==> config.mk <==
export PLATFORM = sky130hd
export DESIGN_NAME = acq_sequencer
export DESIGN_NICKNAME = d
export VERILOG_FILES = /design/src/rtl/acq_sequencer.sv
export SDC_FILE = /design/constraint.sdc
export NUM_CORES = 1
export LEC_CHECK = 0
export ABC_CLOCK_PERIOD_IN_PS = 1650
export CORE_MARGIN = 10
export CORE_UTILIZATION = 43
export CTS_BUF_LIST = sky130_fd_sc_hd__clkbuf_8 sky130_fd_sc_hd__clkbuf_16
export DETAILED_ROUTE_END_ITERATION = 10
export PLACE_DENSITY = 0.81
export SLEW_MARGIN = 25
export SYNTH_ARGS = -nofsm -noshare
export SYNTH_HDL_FRONTEND = slang
export SYNTH_SLANG_ARGS = --single-unit
==> constraint.sdc <==
create_clock -name clk -period 1.65 [get_ports clk]
set_input_delay 0.33 -clock clk [delete_from_list [all_inputs] [get_ports clk]]
set_output_delay 0.33 -clock clk [all_outputs]
set_load 0.02 [all_outputs]
==> src/rtl/acq_sequencer.sv <==
// Acquisition sequencer: waits for a stable clklock, latches the capture configuration and divides clk into sample strobes.
// Optional build macro ACQ_SAMPLE_LIMIT_EN adds a sample_limit port that ends capture after N strobes.
module acq_sequencer #(
    parameter int LOCK_STABLE   = 16,
    parameter int SETTLE_CYCLES = 4
) (
    input  logic        clk,
    input  logic        rst,
    input  logic        acq_enable,
    input  logic [7:0]  clock_divisor,
    input  logic [15:0] channel_enable,
    input  logic        clklock,
    input  logic        fifo_overflow,
`ifdef ACQ_SAMPLE_LIMIT_EN
    input  logic [31:0] sample_limit,
`endif
    output logic        sample_strobe,
    output logic        capture_active,
    output logic [15:0] active_channels,
    output logic [2:0]  state,
    output logic        overflow_flag,
    output logic        lock_lost_flag,
    output logic        done_flag
);

    typedef enum logic [2:0] {
        S_IDLE      = 3'd0,
        S_WAIT_LOCK = 3'd1,
        S_SETTLE    = 3'd2,
        S_RUN       = 3'd3,
        S_HALT      = 3'd4
    } state_t;

    localparam int LW = (LOCK_STABLE > 1) ? $clog2(LOCK_STABLE) : 1;
    localparam int SW = (SETTLE_CYCLES > 1) ? $clog2(SETTLE_CYCLES) : 1;
    localparam logic [LW-1:0] LOCK_LAST   = LW'(LOCK_STABLE - 1);
    localparam logic [SW-1:0] SETTLE_LAST = SW'(SETTLE_CYCLES - 1);

    state_t        state_q, state_d;
    logic [LW-1:0] lock_cnt_q, lock_cnt_d;
    logic [SW-1:0] settle_cnt_q, settle_cnt_d;
    logic [7:0]    per_cnt_q, per_cnt_d;
    logic [7:0]    div_q, div_d;
    logic [15:0]   chan_q, chan_d;
    logic          strobe_q, strobe_d;
    logic          active_q, active_d;
    logic          ovf_q, ovf_d;
    logic          lost_q, lost_d;
`ifdef ACQ_SAMPLE_LIMIT_EN
    logic [31:0]   samp_cnt_q, samp_cnt_d;
    logic          done_q, done_d;

    function automatic logic [31:0] sat_inc32(input logic [31:0] x);
        return (x == 32'hFFFF_FFFF) ? x : x + 32'd1;
    endfunction
`endif

    always_comb begin
        state_d      = state_q;
        lock_cnt_d   = lock_cnt_q;
        settle_cnt_d = settle_cnt_q;
        per_cnt_d    = per_cnt_q;
        div_d        = div_q;
        chan_d       = chan_q;
        strobe_d     = 1'b0;
        ovf_d        = ovf_q;
        lost_d       = lost_q;
`ifdef ACQ_SAMPLE_LIMIT_EN
        samp_cnt_d   = samp_cnt_q;
        done_d       = done_q;
`endif
        case (state_q)
            S_IDLE: begin
                if (acq_enable && (channel_enable != 16'd0)) begin
                    state_d    = S_WAIT_LOCK;
                    lock_cnt_d = '0;
                    ovf_d      = 1'b0;
                    lost_d     = 1'b0;
`ifdef ACQ_SAMPLE_LIMIT_EN
                    done_d     = 1'b0;
`endif
                end
            end
            S_WAIT_LOCK: begin
                if (!clklock) begin
                    lock_cnt_d = '0;
                end else if (lock_cnt_q == LOCK_LAST) begin
                    state_d      = S_SETTLE;
                    settle_cnt_d = '0;
                    chan_d       = channel_enable;
                    div_d        = clock_divisor;
                end else begin
                    lock_cnt_d = lock_cnt_q + 1'b1;
                end
            end
            S_SETTLE: begin
                if (!clklock) begin
                    state_d = S_HALT;
                    lost_d  = 1'b1;
                end else if (settle_cnt_q == SETTLE_LAST) begin
                    // First RUN cycle always carries a strobe.
                    state_d   = S_RUN;
                    per_cnt_d = 8'd0;
                    strobe_d  = 1'b1;
`ifdef ACQ_SAMPLE_LIMIT_EN
                    samp_cnt_d = 32'd1;
`endif
                end else begin
                    settle_cnt_d = settle_cnt_q + 1'b1;
                end
            end
            S_RUN: begin
                if (fifo_overflow) ovf_d = 1'b1;
                if (!clklock) lost_d = 1'b1;
                if (fifo_overflow || !clklock) begin
                    state_d = S_HALT;
                end
`ifdef ACQ_SAMPLE_LIMIT_EN
                else if ((sample_limit != 32'd0) && (samp_cnt_q >= sample_limit)) begin
                    state_d = S_HALT;
                    done_d  = 1'b1;
                end
`endif
                else if (per_cnt_q == div_q) begin
                    per_cnt_d = 8'd0;
                    strobe_d  = 1'b1;
`ifdef ACQ_SAMPLE_LIMIT_EN
                    samp_cnt_d = sat_inc32(samp_cnt_q);
`endif
                end else begin
                    per_cnt_d = per_cnt_q + 8'd1;
                end
            end
            S_HALT: begin
                state_d = S_HALT;
            end
            default: begin
                state_d = S_IDLE;
            end
        endcase
        // Stop wins over every other transition; flags above are still recorded.
        if (!acq_enable && (state_q != S_IDLE)) begin
            state_d  = S_IDLE;
            strobe_d = 1'b0;
        end
        active_d = (state_d == S_RUN);
    end

    always_ff @(posedge clk) begin
        if (rst) begin
            state_q      <= S_IDLE;
            lock_cnt_q   <= '0;
            settle_cnt_q <= '0;
            per_cnt_q    <= 8'd0;
            div_q        <= 8'd0;
            chan_q       <= 16'd0;
            strobe_q     <= 1'b0;
            active_q     <= 1'b0;
            ovf_q        <= 1'b0;
            lost_q       <= 1'b0;
`ifdef ACQ_SAMPLE_LIMIT_EN
            samp_cnt_q   <= 32'd0;
            done_q       <= 1'b0;
`endif
        end else begin
            state_q      <= state_d;
            lock_cnt_q   <= lock_cnt_d;
            settle_cnt_q <= settle_cnt_d;
            per_cnt_q    <= per_cnt_d;
            div_q        <= div_d;
            chan_q       <= chan_d;
            strobe_q     <= strobe_d;
            active_q     <= active_d;
            ovf_q        <= ovf_d;
            lost_q       <= lost_d;
`ifdef ACQ_SAMPLE_LIMIT_EN
            samp_cnt_q   <= samp_cnt_d;
            done_q       <= done_d;
`endif
        end
    end

    assign sample_strobe   = strobe_q;
    assign capture_active  = active_q;
    assign active_channels = chan_q;
    assign state           = state_q;
    assign overflow_flag   = ovf_q;
    assign lock_lost_flag  = lost_q;
`ifdef ACQ_SAMPLE_LIMIT_EN
    assign done_flag       = done_q;
`else
    assign done_flag       = 1'b0;
`endif

endmodule

### Word-level counts from Yosys, hierarchy flattened

Cells that the tools add are included.

* reductions and logical operators: 21
* $add $sub $neg: 3
* equality and inequality tests: 18
* muxes and demuxes: 32

Operators with widths (count)
* $mux 8: 4
* $mux 3: 7
* $ne 2x2->1 const B: 9
* $pmux 8 s2: 1
* $reduce_bool 16->1: 1
* $pmux 3 s5: 1
* $mux 4: 3
* $reduce_and 3->1: 4
* $reduce_bool 2->1: 5
* $eq 3x2->1 const B: 3
* $add 8x1->8 const B: 1
* $eq 8x8->1: 1
* $mux 2: 4
* $pmux 4 s2: 1
* $mux 1: 7
* $pmux 1 s2: 3
* $reduce_and 5->1: 1
* $add 4x1->4 const B: 1
* $eq 4x4->1 const B: 1
* $pmux 2 s2: 1
* $reduce_and 4->1: 1
* $reduce_or 2->1: 2
* $eq 3x1->1 const B: 1
* $eq 3x3->1 const B: 1
* 8 further kinds: 10

* output and inout port bits: 24
* register bits after elaboration: 45
* bits of input ports: 29
* word-level logic and storage cells: 84

### Logic depth before layout (Yosys ltp)

* depth in word-level cells: 6
* gate-level depth with buffers: 7
* gate-level depth less buffers: 6

### Least setup slack after synthesis

Ideal clock, no wire load.

* path kind: reg-to-reg
* start: register state_q[0] (netlist: state[0])
* end: register per_cnt_q[7]
* period minus slack after synthesis: 1.636 ns
* data arrival time: 1.515 ns
* setup time: 0.121 ns
* data required time: 1.529 ns
* buffers on the path: 1
* slack: 0.014 ns
* cell stages (with the launch flop): 7
* cells stage by stage: dfxtp_1 buf_2 nor2b_1 o211ai_2 nor4_1 xnor2_1 nor2_1

* cells in the longest elaborated chain, start to end: 3
* elaborated cells on any way between the ends: 8
* those cells by class: 5 x eq/ne; 1 x mux; 2 x reduce/logical

Ends and longest elaborated chain
* start: declaration: line 39 `state_t state_q, state_d;`
* start signal: assignment: line 166 `state_q <= state_d;`
* $eq 3x2->1: line 72 `case (state_q)`
* $ne 2x2->1 (no line) / $reduce_bool 2->1 (equally long branches)
* $reduce_and 4->1 (no line)
* end signal: assignment: line 169 `per_cnt_q <= per_cnt_d;`
* end: declaration: line 42 `logic [7:0] per_cnt_q, per_cnt_d;`

Several ways; a longest one is shown, not always the timed one.
A chain may end at the register's enable or synchronous reset.

### Final worst setup path

* start: register state_q[1] (netlist: state[1])
* end: register lock_cnt_q[1]

* cells in the longest elaborated chain, start to end: 3
* elaborated cells on any way between the ends: 7
* those cells by class: 3 x eq/ne; 1 x mux; 3 x reduce/logical

Ends and longest elaborated chain
* $eq 3x1->1 / $logic_not 3->1 (equally long branches): line 72
* $ne 3x3->1 (no line) (tied with other cells)
* $reduce_and 3->1 (no line)
* end signal: assignment: line 167 `lock_cnt_q <= lock_cnt_d;`
* end: declaration: line 40 `logic [LW-1:0] lock_cnt_q, lock_cnt_d;`

Several ways; a longest one is shown, not always the timed one.

==> flow_summary.toml <==
[status]
outcome = "finished, violations left"
violations = "setup timing"

[floorplanning]
dieArea_sq_um = 7702
die_x_um = 87.76
fp-row-count = 24
core_sq_um = 4414
die_y_um = 87.76
io_pins = 53
start_util_pct = 44.73

[synthesis]
synth_edf_count = 0
avgSynthCellArea_sq_um = 8.193
synth_warnings = 0
netlist_area_sq_um = 1974
synthCells = 241
synth_cell_types = 38
synth-seq-cells = 45
synth_area_leaders = "dfxtp_1 46%, nand2_1 11%, a21oi_1 8.6%, xor2_1 3.5%, nor4_1 2.2%"
yosys-top-cells-count = "58 x nand2_1, 45 x dfxtp_1, 34 x a21oi_1"
synth.yosys.seq_area_share_pct = 45.63
synth_top_area_share_pct = 45.63
synth_nets = 273
ys.flop_type = "dfxtp_1"
synthMostInstantiatedCell = "nand2_1"
netlist.top_cell.by_area = "dfxtp_1"
synthArstFlopShare_pct = 0

[clocking]
cts-root-buf = "clkbuf_8"
htreeDepth = 2
cts_tree = "yes"
numCtsBuffers = 5
cts_buffer_depth = 2
clk_latency_ns = 0.29
path_clk_slew_ns = 0.08
cts_sinks = 45

[timing]
fmax_mhz = 587.3
period_share_pct = 103.2
fin_ws_ns = -0.05272
fin_worst_skew_ns = 0.006379
finalCriticalPeriod_ns = 1.703
slew_violations = 0
setup_viol_count_final = 2
hold_viol_final = 0
rsz0062_at_grt = "yes"
final.setup.tns_ns = -0.07287

[route]
drc = 0
drtIter0Drc = 181
vias = 1978
first_pass_iters = 4
wirelength_um = 5342
avgRoutedWirePerCell_um = 14.13
ant_nets = 0
vias_per_cell = 5.233

[finish]
fin_nets = 358
syn2layout_area_growth_pct = 52.15
antenna-diode-count = 0
stdcell_area_sq_um = 3004
drive_gt1_share_pct = 21.78

[setup_path]
cp_max_fo = 7
slowest_stage = "or3b_4"
cpMostUsedCell = "or3b_4"
cp.arrival_ns = 1.93
path_buf_inv = 1
cp_top_family = "simple AND/OR/NAND/NOR gates"
startpoint = "state[1]"
cp_slowest_stage_delay_ns = 0.41
required_ns = 1.88
r2r-start = "state[1]"
cp-start-kind = "register"
worst_setup_path_end_kind = "register"
crit_type = "reg2reg"
cp_cell_sequence = "or3b_4 -> nor2_4 -> a22oi_2 -> buf_4 -> or3b_4 -> a21oi_2"

[placed_design]
hpwl_um = 3891
io_buffers = 51
place_area_sq_um = 2745
place_congestion = 0.8327
dp_slack_ns = -0.3845

[grt]
grt_pass1_vias = 1909
antenna_found_initial = 0
gr-usage-all-layers_pct = 13.54
grt_pass1_wl_um = 8438
grt_max_degree = 17
grt_overflow = 0

[flow_run]
drv_cap = 0

[pwr]
p_per_area_nw_per_um2 = 654.2
leakagePower_nw = 1.206
peakVddDrop_mv = 0.4142

[hold_path]
hp-class = "in2reg"
hold_start = "channel_enable[0]"
-- final cells by class --
type | count | area [sq um]
timing repair buffer | 91 | 828.3
clock buffer | 6 | 82.58
fill | 334 | 1410
clock inverter | 1 | 3.754
sequential | 45 | 910.9
multi-input combinational | 183 | 1114
tap | 52 | 65.06
-- state kept, by name (all words and copies together) (netlist names) --
| name | count |
|---|---|
| capture_active | 1 |
| overflow_flag | 1 |
| active_channels | 16 |
| lock_cnt_q | 4 |
| state | 3 |
| per_cnt_q | 8 |
| lock_lost_flag | 1 |
| div_q | 8 |
| settle_cnt_q | 2 |
| sample_strobe | 1 |
-- power by group --
group          switching (mW)  internal, mW  total, mW
Clock                   0.343         0.326      0.669
Sequential            0.00354          1.09       1.09
Combinational          0.0854         0.121      0.206
Total                   0.432          1.53       1.97
-- layout by cell type, fill, tap and decap left out, types with 2 or more instances in the layout --
master / netlist / layout
nor4_1: 7 / 2
nand3b_1: 2 / 2
nand3_1: 8 / 8
o31ai_1: 2 / 2
or3_1: 2 / 2
dlymetal6s2s_1: 0 / 4
nor2b_1: 5 / 3
a21oi_2: 0 / 3
xor2_1: 8 / 8
buf_4: 1 / 39
a31oi_1: 2 / 2
dlygate4sd2_1: 0 / 4
nand2_1: 58 / 58
nor3b_2: 2 / 2
dfxtp_2: 0 / 2
nor3_2: 0 / 2
nor2_1: 11 / 11
clkbuf_8: 0 / 6
dfxtp_1: 45 / 41
nand2b_1: 5 / 5
nor4_2: 0 / 4
o21ai_1: 3 / 3
dfxtp_4: 0 / 2
or3b_4: 1 / 2
a22oi_1: 2 / 2
nor3_1: 4 / 2
clkdlybuf4s50_1: 0 / 43
o21ai_0: 3 / 3
a21oi_1: 34 / 31
xnor2_1: 3 / 3
nand4_1: 2 / 2
and3_1: 3 / 3
-- routing by layer --
metal | up-vias | global-route usage [%] | routed length, um | share of wire [%]
met4 | 0 | 5.652 | 77 | 1.4
met2 | 55 | 22.35 | 2556 | 48
li1 | 998 | - | - | -
met3 | 6 | 6.871 | 449 | 8.4
met1 | 919 | 14.29 | 2258 | 42
met5 | - | 0 | 0 | 0
-- logic make-up after synthesis --
| group | share of synthesized area, % |
|---|---|
| simple gates | 29.21 |
| fa+ha+maj | 1.901 |
| xor+xnor | 4.880 |
| other cells | 0.1899 |
| compound gates | 14.76 |
| buf+inv | 2.915 |
| flops | 45.63 |
| mux | 0.5070 |
-- worst paths after layout --
check | endpoint | slack [ns] | depth (start not counted)
min reg2reg | active_channels[1] | 0.46 | 2
min | active_channels[0] | 0.34 | 3
max reg2reg | lock_cnt_q[1] | -0.05 | 6
max | lock_cnt_q[1] | -0.05 | 6
-- stage by stage --
stage / std cells / hold WS [ns] / util (%) / power [mW]
after global routing: 378 / 0.3253 / 68.06 / 2.053
after CTS: 370 / 0.4587 / 64.43 / 1.970
after detailed placement: 363 / 0.4486 / 62.19 / 1.301
final: 378 / 0.3370 / 68.06 / 1.965
after floorplan: 241 / 0.4478 / - / 1.182
after global placement: 363 / 0.4422 / 62.19 / 1.298
-- worst register-to-register path, cell delays in order, from the launching register on --
cell     delay, ns
dfxtp_4       0.37
or3b_4        0.41
nor2_4        0.13
a22oi_2       0.08
buf_4         0.17
or3b_4        0.37
a21oi_2       0.11
-- what timing repair did --
action                     4_1_cts  5_1_grt
pin swaps                        3       13
setup endpoints to repair        8       25
gates resized for setup          8       25
hold buffers                     0        0
setup buffers                    0        8
(Power assumes the default switching activity.)
